==> src/rtl/timer_counter.sv <==
// Prescaled up/down/centre-aligned timer with one-shot and shadowed period/prescale.
// Feeds count_val, dir and ovf/udf event pulses to the compare/PWM stages.
module timer_counter #(
  parameter int WIDTH = 16,
  parameter int PSC_W = 8
) (
  input  logic             clk,
  input  logic             rst,
  input  logic             en,
  input  logic             count_reset,
  input  logic [1:0]       mode,
  input  logic             one_shot,
  input  logic             preload_en,
  input  logic [WIDTH-1:0] period,
  input  logic [PSC_W-1:0] prescale,
  output logic [WIDTH-1:0] count_val,
  output logic             dir,
  output logic             ovf,
  output logic             udf,
  output logic             done
);

  localparam logic [WIDTH-1:0] C_ZERO = '0;
  localparam logic [WIDTH-1:0] C_ONE  = {{(WIDTH-1){1'b0}}, 1'b1};
  localparam logic [PSC_W-1:0] P_ONE  = {{(PSC_W-1){1'b0}}, 1'b1};

  logic [WIDTH-1:0] cnt_q, cnt_d;
  logic [WIDTH-1:0] per_sh_q, per_sh_d;
  logic [PSC_W-1:0] psc_sh_q, psc_sh_d;
  logic [PSC_W-1:0] psc_q, psc_d;
  logic             dir_r_q, dir_r_d;
  logic             dir_q, dir_d;
  logic             ovf_q, ovf_d;
  logic             udf_q, udf_d;
  logic             done_q, done_d;

  logic [WIDTH-1:0] p_act;
  logic [PSC_W-1:0] s_act;
  logic             run, tick, upd;
  logic             is_down, is_updn;

  assign is_down = (mode == 2'b01);
  assign is_updn = (mode == 2'b10);

  always_comb begin
    p_act    = preload_en ? per_sh_q : period;
    s_act    = preload_en ? psc_sh_q : prescale;
    run      = en & ~done_q;
    tick     = run & (psc_q >= s_act);
    upd      = 1'b0;
    cnt_d    = cnt_q;
    per_sh_d = per_sh_q;
    psc_sh_d = psc_sh_q;
    psc_d    = psc_q;
    dir_r_d  = dir_r_q;
    dir_d    = dir_q;
    ovf_d    = 1'b0;
    udf_d    = 1'b0;
    done_d   = done_q;
    if (count_reset) begin
      psc_d    = '0;
      dir_r_d  = 1'b1;
      done_d   = 1'b0;
      per_sh_d = period;
      psc_sh_d = prescale;
      cnt_d    = is_down ? period : C_ZERO;
      dir_d    = ~is_down;
    end else if (run) begin
      psc_d = tick ? '0 : psc_q + P_ONE;
      if (tick) begin
        unique case (1'b1)
          is_down: begin
            if (cnt_q == C_ZERO) begin
              cnt_d = p_act;
              udf_d = 1'b1;
              upd   = 1'b1;
            end else begin
              cnt_d = cnt_q - C_ONE;
            end
          end
          is_updn: begin
            if (dir_r_q) begin
              if (cnt_q >= p_act) begin
                cnt_d   = (p_act == C_ZERO) ? C_ZERO : p_act - C_ONE;
                dir_r_d = 1'b0;
                ovf_d   = 1'b1;
              end else begin
                cnt_d = cnt_q + C_ONE;
              end
            end else if (cnt_q == C_ZERO) begin
              cnt_d   = (p_act == C_ZERO) ? C_ZERO : C_ONE;
              dir_r_d = 1'b1;
              udf_d   = 1'b1;
              upd     = 1'b1;
            end else begin
              cnt_d = cnt_q - C_ONE;
            end
          end
          default: begin
            if (cnt_q >= p_act) begin
              cnt_d = C_ZERO;
              ovf_d = 1'b1;
              upd   = 1'b1;
            end else begin
              cnt_d = cnt_q + C_ONE;
            end
          end
        endcase
        dir_d = is_down ? 1'b0 : (is_updn ? dir_r_d : 1'b1);
        // new shadow values apply from the next tick onwards
        if (upd) begin
          per_sh_d = period;
          psc_sh_d = prescale;
          done_d   = done_q | one_shot;
        end
      end
    end
  end

  always_ff @(posedge clk) begin
    if (rst) begin
      cnt_q    <= '0;
      per_sh_q <= period;
      psc_sh_q <= prescale;
      psc_q    <= '0;
      dir_r_q  <= 1'b1;
      dir_q    <= 1'b1;
      ovf_q    <= 1'b0;
      udf_q    <= 1'b0;
      done_q   <= 1'b0;
    end else begin
      cnt_q    <= cnt_d;
      per_sh_q <= per_sh_d;
      psc_sh_q <= psc_sh_d;
      psc_q    <= psc_d;
      dir_r_q  <= dir_r_d;
      dir_q    <= dir_d;
      ovf_q    <= ovf_d;
      udf_q    <= udf_d;
      done_q   <= done_d;
    end
  end

  assign count_val = cnt_q;
  assign dir       = dir_q;
  assign ovf       = ovf_q;
  assign udf       = udf_q;
  assign done      = done_q;

endmodule
==> config.mk <==
export PLATFORM = sky130hd
export DESIGN_NAME = timer_counter
export DESIGN_NICKNAME = d
export VERILOG_FILES = /design/src/rtl/timer_counter.sv
export SDC_FILE = /design/constraint.sdc
export NUM_CORES = 1
export LEC_CHECK = 0
export CORE_MARGIN = 4
export CORE_UTILIZATION = 50
export DETAILED_ROUTE_END_ITERATION = 7
export PLACE_DENSITY = 0.84
export SLEW_MARGIN = 25
export SYNTH_ARGS = -nofsm -noshare
export SYNTH_HDL_FRONTEND = slang
export SYNTH_SLANG_ARGS = --single-unit
==> constraint.sdc <==
create_clock -name clk -period 4.4 [get_ports clk]
set_clock_uncertainty 0.05 [all_clocks]
set_input_delay 0.88 -clock clk [delete_from_list [all_inputs] [get_ports clk]]
set_output_delay 0.88 -clock clk [all_outputs]
set_load 0.05 [all_outputs]
**Word-level counts from Yosys, hierarchy flattened**

Cells that the tools add are included.

- Register bits after elaboration: 53
- Output and inout bits: 20
- Word-level logic and storage cells: 80

- $add $sub $neg: 4
- Magnitude comparators: 2
- Eq/ne operators: 2
- Multiplexer cells: 43
- Bitwise logic cells: 7
- Reductions and logical operators: 13

Operator list:

| operator | count |
|---|---|
| two-way mux 16 bit | 16 |
| two-way mux 8 bit | 7 |
| zero test 16 bit | 2 |
| case mux 16 bit (2 select lines) | 1 |
| subtractor 16 x 1 -> 16 bit, second input constant | 2 |
| adder 16 x 1 -> 16 bit, second input constant | 1 |
| >= comparator 16 bit | 1 |
| two-way mux 1 bit | 16 |
| nonzero test 3 bit | 3 |
| adder 8 x 1 -> 8 bit, second input constant | 1 |
| >= comparator 8 bit | 1 |
| case mux 1 bit (2 select lines) | 3 |
| AND reduction 3 bit | 2 |
| inverter 1 bit | 4 |
| AND reduction 2 bit | 2 |
| nonzero test 2 bit | 2 |
| OR reduction 4 bit | 1 |
| bitwise AND 1 bit | 2 |
| == test 2 x 1 -> 1 bit, second input constant | 1 |
| == test 2 bit, second input constant | 1 |
| OR reduction 2 bit | 1 |
| bitwise OR 1 bit | 1 |

**Depth between registers and ports, before layout**

Gate-level depths: netlist of run 1.

- Depth after elaboration: 12
- Mapped depth: 15
- Gate-level depth less buffers: 10

**Worst setup path before layout of run 1**

Ideal clock, no wire load.

- Path kind: input to register
- Start point: input port preload_en
- End point: register per_sh_q[0], enable pin
- Arrival time: 3.836 ns
- Data required time: 3.969 ns
- Path slack: 0.133 ns
- Cell stages on the path: 15
- Buffers on the path: 5
- Cell sequence: buf_6 buf_6 buf_2 buf_2 mux2i_1 inv_1 ha_1 nand2b_1 a21oi_1 o2111ai_1 a31o_2 buf_2 o21ai_1 nand2_1 nand2_1

- Longest elaborated chain between the ends: 9

RTL lines:

| item | RTL line | source |
|---|---|---|
| start: declaration | 13 | `input logic preload_en,` |
| two-way mux 16 bit | 46 | `p_act = preload_en ? per_sh_q : period;` |
| >= comparator 16 bit | 100 | `if (cnt_q >= p_act) begin` |
| two-way mux 1 bit | 100 |  |
| case mux 1 bit (2 select lines) | 71 | `unique case (1'b1)` |
| two-way mux 1 bit | 70 | `if (tick) begin` |
| two-way mux 1 bit | 68 | `end else if (run) begin` |
| two-way mux 1 bit | 60 | `if (count_reset) begin` |
| nonzero test 3 bit (no line) | - |  |
| AND reduction 3 bit (no line) * | - |  |
| end signal: assignment | 123 | `per_sh_q <= period;` |
| end signal: assignment | 133 | `per_sh_q <= per_sh_d;` |
| end: declaration | 28 | `logic [WIDTH-1:0] per_sh_q, per_sh_d;` |

Mark *: on every way between the ends. The rest lies on a longest branch, timed or not. The select of a mux whose other input is x is not followed.
A chain may end at the register's enable or synchronous reset.

**Final worst setup path of run 1**

- Start point: input port preload_en
- End point: register cnt_q[12] (netlist: count_val[12])

- Longest elaborated chain between the ends: 9

RTL lines:

| item | RTL line | source |
|---|---|---|
| two-way mux 16 bit | 46 |  |
| subtractor 16 x 1 -> 16 bit / zero test 16 bit (equally long branches) | 84 | `cnt_d = (p_act == C_ZERO) ? C_ZERO : p_act - C_ONE;` |
| two-way mux 16 bit | 84 |  |
| two-way mux 16 bit | 83 | `if (cnt_q >= p_act) begin` |
| two-way mux 16 bit | 82 | `if (dir_r_q) begin` |
| case mux 16 bit (2 select lines) | 71 |  |
| two-way mux 16 bit | 70 |  |
| two-way mux 16 bit | 68 |  |
| two-way mux 16 bit | 60 |  |
| end signal: assignment | 132 | `cnt_q <= cnt_d;` |
| end: declaration | 27 | `logic [WIDTH-1:0] cnt_q, cnt_d;` |

Several ways; a longest one is shown, not always the timed one. The select of a mux whose other input is x is not followed.

==> results.toml, run 1 <==
[power]
ir_drop_mv = 0.162
total_power_w = 0.00141
power_density_nw_per_um2 = 251
leakage_nw = 2.15

[critical_path]
crit_type = "input port to flop"
crit_arrival_ns = 4.08
start_kind = "input port"
critPathMaxFanout = 26
worst_setup_path_end_kind = "flop"
cp.required_ns = 4.56

[route]
drtIter0Drc = 758
first_pass_iters = 7
wirelength_um = 16100
postRouteAntennaNets = 0
via_per_inst = 6.64
wl_met1_um = 6680
routed.top_layer = "met4"
wl_per_cell_um = 21.2
met3_length_um = 2120
drc = 0
num_vias = 5029
wl_met2_um = 6850

[layout]
drive_gt1_share_pct = 9.55
nets = 691
final_common_cell = "nor2_1"
antenna_cells = 0
final_cell_mix = "nor2_1 (64), clkdlybuf4s50_1 (50), nand2_1 (45), o21ai_0 (32), ha_1 (32)"
fin_cells = 757
synthToLayoutAreaGrowth_pct = 16.4
post-route-util_pct = 60.3

[sta]
slew_viol_final = 0
min_period_ns = 3.92
setup_viol = 0
worstMarginPinSlew_ns = 0.961
tns_ns = 0
period_share_pct = 89.2
hold_viol_final = 0
fmaxAchievable_ghz = 0.255
rsz0062_at_grt = "no"
relSlewSlack_pct = 35.9

[status]
status = "completed"

[synthesis]
ys_async_sr_fraction_pct = 0
yosysSeqAreaShare_pct = 26.9
synth_ff_type = "dfxtp_1"
yosys-top-cells-area = "edfxtp_1 (15%), dfxtp_1 (12%), ha_1 (8.3%), nor2_1 (5.0%), mux2i_1 (4.6%)"
synth_top_cell_by_area = "edfxtp_1"
synth_top_area_share_pct = 14.9
ys_types = 75
synth-seq-cells = 53
synth_nets = 645
synth_warnings = 0
synth_edf_count = 24
synth_area_um2 = 4830
synth_area_per_cell_um2 = 8.31
syn_inst = 581

[placed_design]
hpwlAfterDp_um = 12100
place.port_buffers = 51
gp_congestion = 1.06
dpl.cell_count = 749

[clock_tree]
clock_sinks = 53
clk_pin_slew_ns = 0.11
cts_buffers = 5
cts-htree-levels = 2
ctsRootBufferMaster = "clkbuf_8"
insertion_delay_ns = 0.32
clockBufferDepth = 2
ctsHoldBuffers = 0
cts_tree = "yes"
cts_setup_buffers = 0
cts_resized = 0

[floorplan]
fp.dieW_um = 106
dieHeight_um = 106
die_area_um2 = 11300
start_util_pct = 51.8
fp-row-count = 35
io_pins = 52
core_area_um2 = 9330

[global_routing]
grt_overflow_total = 0
grt_pass1_vias = 4806
grt_usage_pct = 28.2
grt_start_max_net_pins = 27
antenna_found_initial = 0
grt_pass1_wl_um = 25600

[run]
maxCapViolations = 0

[min_path]
hold_class = "flop to flop"
-- synthesized netlist by cell type, types with 7 or more instances --
master	count
o21ai_0	32
nand4_1	10
nand3_1	19
a211oi_1	12
dfxtp_1	29
o211ai_1	8
nor2_1	64
xnor2_1	18
nand2_1	45
nor3_1	18
xor2_1	20
mux2i_1	22
a31oi_1	14
a22oi_1	8
inv_1	11
edfxtp_1	24
clkbuf_1	21
o21ai_1	9
or4_1	7
buf_2	10
ha_1	32
a21oi_1	28
-- kinds of logic after synthesis --
kind of cell	Yosys count	share of synthesized area [%]
fa+ha+maj	32	8.29
simple gates	218	24.3
flops	53	26.9
compound gates	165	23.1
xor+xnor	38	6.89
mux	26	5.59
buf+inv	49	4.89
-- state kept, by name, summed over array words and instances, names as in the netlist --
register,flops
dir,1
count_val,16
udf,1
psc_sh_q,8
dir_r_q,1
psc_q,8
done,1
ovf,1
per_sh_q,16
-- cell type report --
cell class	instances	area [um^2]
fill	796	3710
multi-input combinational	479	3290
sequential	53	1300
timing repair buffer	76	706
tap	129	161
clock buffer	5	68.8
clock inverter	3	46.3
inverter	12	45.0
-- per-layer routing --
| layer | vias to the layer above | track usage [%] |
|---|---|---|
| met3 | 53 | 7.59 |
| met4 | 0 | 8.23 |
| met2 | 366 | 42.2 |
| met5 | - | 0 |
| met1 | 2312 | 39.6 |
| li1 | 2298 | - |
-- stage by stage --
stage               instance area [um^2]  worst slack, ns  hold slack [ns]
CTS                                 5620            0.564            0.444
detailed placement                  5510            0.235            0.419
global placement                    5510            0.236            0.404
finish                              5620            0.476            0.439
global route                        5620            0.280            0.479
floorplan                           4830            0.133            0.441
-- worst paths after layout --
kind | from | end | slack (ns) | cells past startpoint
setup reg to reg | count_val[0] | per_sh_q[0] | 1.20 | 10
setup / recovery | preload_en | count_val[12] | 0.48 | 11
hold / removal | dir | dir | 0.44 | 2
hold reg to reg | dir | dir | 0.44 | 2
-- worst max-delay path, cell delays in order --
cell	delay (ns)
buf_2	0.47
buf_4	0.35
mux2_2	0.38
ha_1	0.27
nand2b_1	0.10
a211o_1	0.15
a21o_1	0.26
a21o_1	0.53
nand2_1	0.27
a211oi_1	0.29
a211oi_1	0.11
-- power by group --
| part | total, W | switching [W] | internal, W |
|---|---|---|---|
| clock network | 0.000352 | 0.000182 | 0.000171 |
| logic | 0.000474 | 0.000285 | 0.000188 |
| registers | 0.000582 | 0.0000419 | 0.000541 |
Power figures use the tool's default switching activity.
==> inputs of run 2 (changes only) <==
==> config.mk (replaced) <==
export PLATFORM = sky130hd
export DESIGN_NAME = timer_counter
export DESIGN_NICKNAME = d
export VERILOG_FILES = /design/src/rtl/timer_counter.sv
export SDC_FILE = /design/constraint.sdc
export NUM_CORES = 1
export LEC_CHECK = 0
export CELL_PAD_IN_SITES_DETAIL_PLACEMENT = 0
export CELL_PAD_IN_SITES_GLOBAL_PLACEMENT = 2
export CORE_MARGIN = 4
export CORE_UTILIZATION = 32
export DETAILED_ROUTE_END_ITERATION = 7
export PLACE_DENSITY = 0.87
export SKIP_LAST_GASP = 1
export SLEW_MARGIN = 10
export SYNTH_ARGS = -nofsm -noshare
export SYNTH_HDL_FRONTEND = slang
export SYNTH_SLANG_ARGS = --single-unit
==> results.toml, run 2 (synthesized netlist as in run 1, its figures left out) <==
[clock_tree]
clock_sinks = 53
cts_setup_buffers = 0
ctsHoldBuffers = 0
cts_buffers = 5
insertion_delay_ns = 0.30
clk_pin_slew_ns = 0.08
cts-htree-levels = 2
clockBufferDepth = 2
cts_tree = "yes"
ctsRootBufferMaster = "clkbuf_16"
cts_resized = 0

[layout]
num-fill-cells = 1483
final_common_cell = "nor2_1"
synthToLayoutAreaGrowth_pct = 18.3
nets = 689
final_cell_mix = "nor2_1 (64), clkdlybuf4s50_1 (50), nand2_1 (45), o21ai_0 (32), ha_1 (32)"
fin_area_um2 = 5710
drive_gt1_share_pct = 9.27
antenna_cells = 0

[floorplan]
dieHeight_um = 131
fp-row-count = 44
core_area_um2 = 14600
io_pins = 52
die_area_um2 = 17100
start_util_pct = 33.0
fp.dieW_um = 131

[placed_design]
hpwlAfterDp_um = 13100
placed_area_um2 = 5560
place.port_buffers = 51
gp_congestion = 0.959

[min_path]
hold_path_depth = 2
hold_path_end = "psc_q[7]"
min_from = "psc_q[7]"
hold_class = "flop to flop"

[power]
leakage_nw = 2.16
pwr-share-comb_pct = 31.9
p_seq_share_pct = 39.5
p_switching_w = 0.000529
swShare_pct = 35.9
ir_drop_mv = 0.162
power_density_nw_per_um2 = 258
p_int_w = 0.000946
clock_power_share_pct = 28.7

[critical_path]
crit_type = "input port to flop"
critPathMaxStageDelay_ns = 0.56
path_delay_family = "compound AO/OA/AOI/OAI gates"
path_buf_inv = 2
crit_chain = "buf_2 -> buf_4 -> mux2i_1 -> ha_1 -> o21ai_0 -> o21ai_0 -> a21o_1 -> a21o_1 -> nand2_1 -> a211oi_1 -> a211oi_1"
reg2reg_from = "count_val[0]"
slowest_stage = "a21o_1"
crit_arrival_ns = 3.96
worstRegToRegCells = 9
critPathMaxFanout = 30
worst_setup_path_end_kind = "flop"
r2r-end = "count_val[2]"
start_kind = "input port"
cp.required_ns = 4.54
r2r_slack_ns = 1.25

[sta]
slew_viol_final = 0
relSlewSlack_pct = 45.1
setup_viol = 0
hold_viol_final = 0
rsz0062_at_grt = "no"
worstMarginPinSlew_ns = 0.824
fmaxAchievable_ghz = 0.262
tns_ns = 0
period_share_pct = 86.9
min_period_ns = 3.82

[route]
wl_per_cell_um = 21.0
first_pass_iters = 5
drtIter0Drc = 496
via_per_inst = 5.98
drc = 0
num_vias = 4846
postRouteAntennaNets = 0
wirelength_um = 17000

[global_routing]
busiest_layer = "met2"
grt_pass1_vias = 4512
use_met2_pct = 29.4
antenna_found_initial = 0
grt_start_max_net_pins = 31
met1_usage_pct = 29.2
grt_pass1_wl_um = 26200
grt_usage_pct = 19.8
grt_overflow_total = 0
grtUsageMet3_pct = 3.50

[run]
maxCapViolations = 0

[status]
status = "completed"
## run 2: through the flow
stage	std cells	setup slack [ns]	utilization, %	hold slack (ns)	power [W]
after floorplan	581	0.133	-	0.441	0.000888
after global placement	802	0.373	38.0	0.473	0.00106
after detailed placement	802	0.306	38.0	0.463	0.00105
after CTS	810	0.612	39.0	0.490	0.00148
after global routing	810	0.263	39.0	0.515	0.00155
final	810	0.576	39.0	0.490	0.00148
## run 2: power by group through the flow
stage	Sequential, W	Clock [W]	Combinational (W)
after global routing	0.000587	0.000454	0.000511
after floorplan	0.000596	0	0.000292
after CTS	0.000582	0.000436	0.000464
after global placement	0.000593	0	0.000463
final	0.000582	0.000423	0.000470
after detailed placement	0.000593	0	0.000461
## run 2: worst max-delay path by stage
stage / start / endpoint / slack [ns] / cells after the start
6_report: preload_en / count_val[11] / 0.58 / 11
5_1_grt: preload_en / count_val[12] / 0.26 / 10
4_1_cts: preload_en / count_val[11] / 0.61 / 11
3_5_place_dp: preload_en / count_val[5] / 0.31 / 12
3_3_place_gp: preload_en / count_val[11] / 0.37 / 11
2_1_floorplan: preload_en / per_sh_q[0] / 0.13 / 15
## run 2: layout make-up
| cell class | instances | area [um^2] | area share, % |
|---|---|---|---|
| Tap cell | 184 | 230 | 4.03 |
| Inverter | 12 | 45.0 | 0.788 |
| Sequential cell | 53 | 1300 | 22.8 |
| Timing Repair Buffer | 74 | 691 | 12.1 |
| Clock inverter | 3 | 28.8 | 0.504 |
| Multi-Input combinational cell | 479 | 3290 | 57.6 |
| Clock buffer | 5 | 125 | 2.19 |
## run 2: routing by layer
| metal | vias up | wire, um |
|---|---|---|
| li1 | 2289 | - |
| met3 | 26 | 1460 |
| met1 | 2293 | 7860 |
| met2 | 238 | 7300 |
| met4 | 0 | 378 |
| met5 | - | 0 |
## run 2: worst min-delay path, stage by stage (launching register included)
cell	delay [ns]
dfxtp_1	0.36
xnor2_1	0.08
nor2_1	0.07
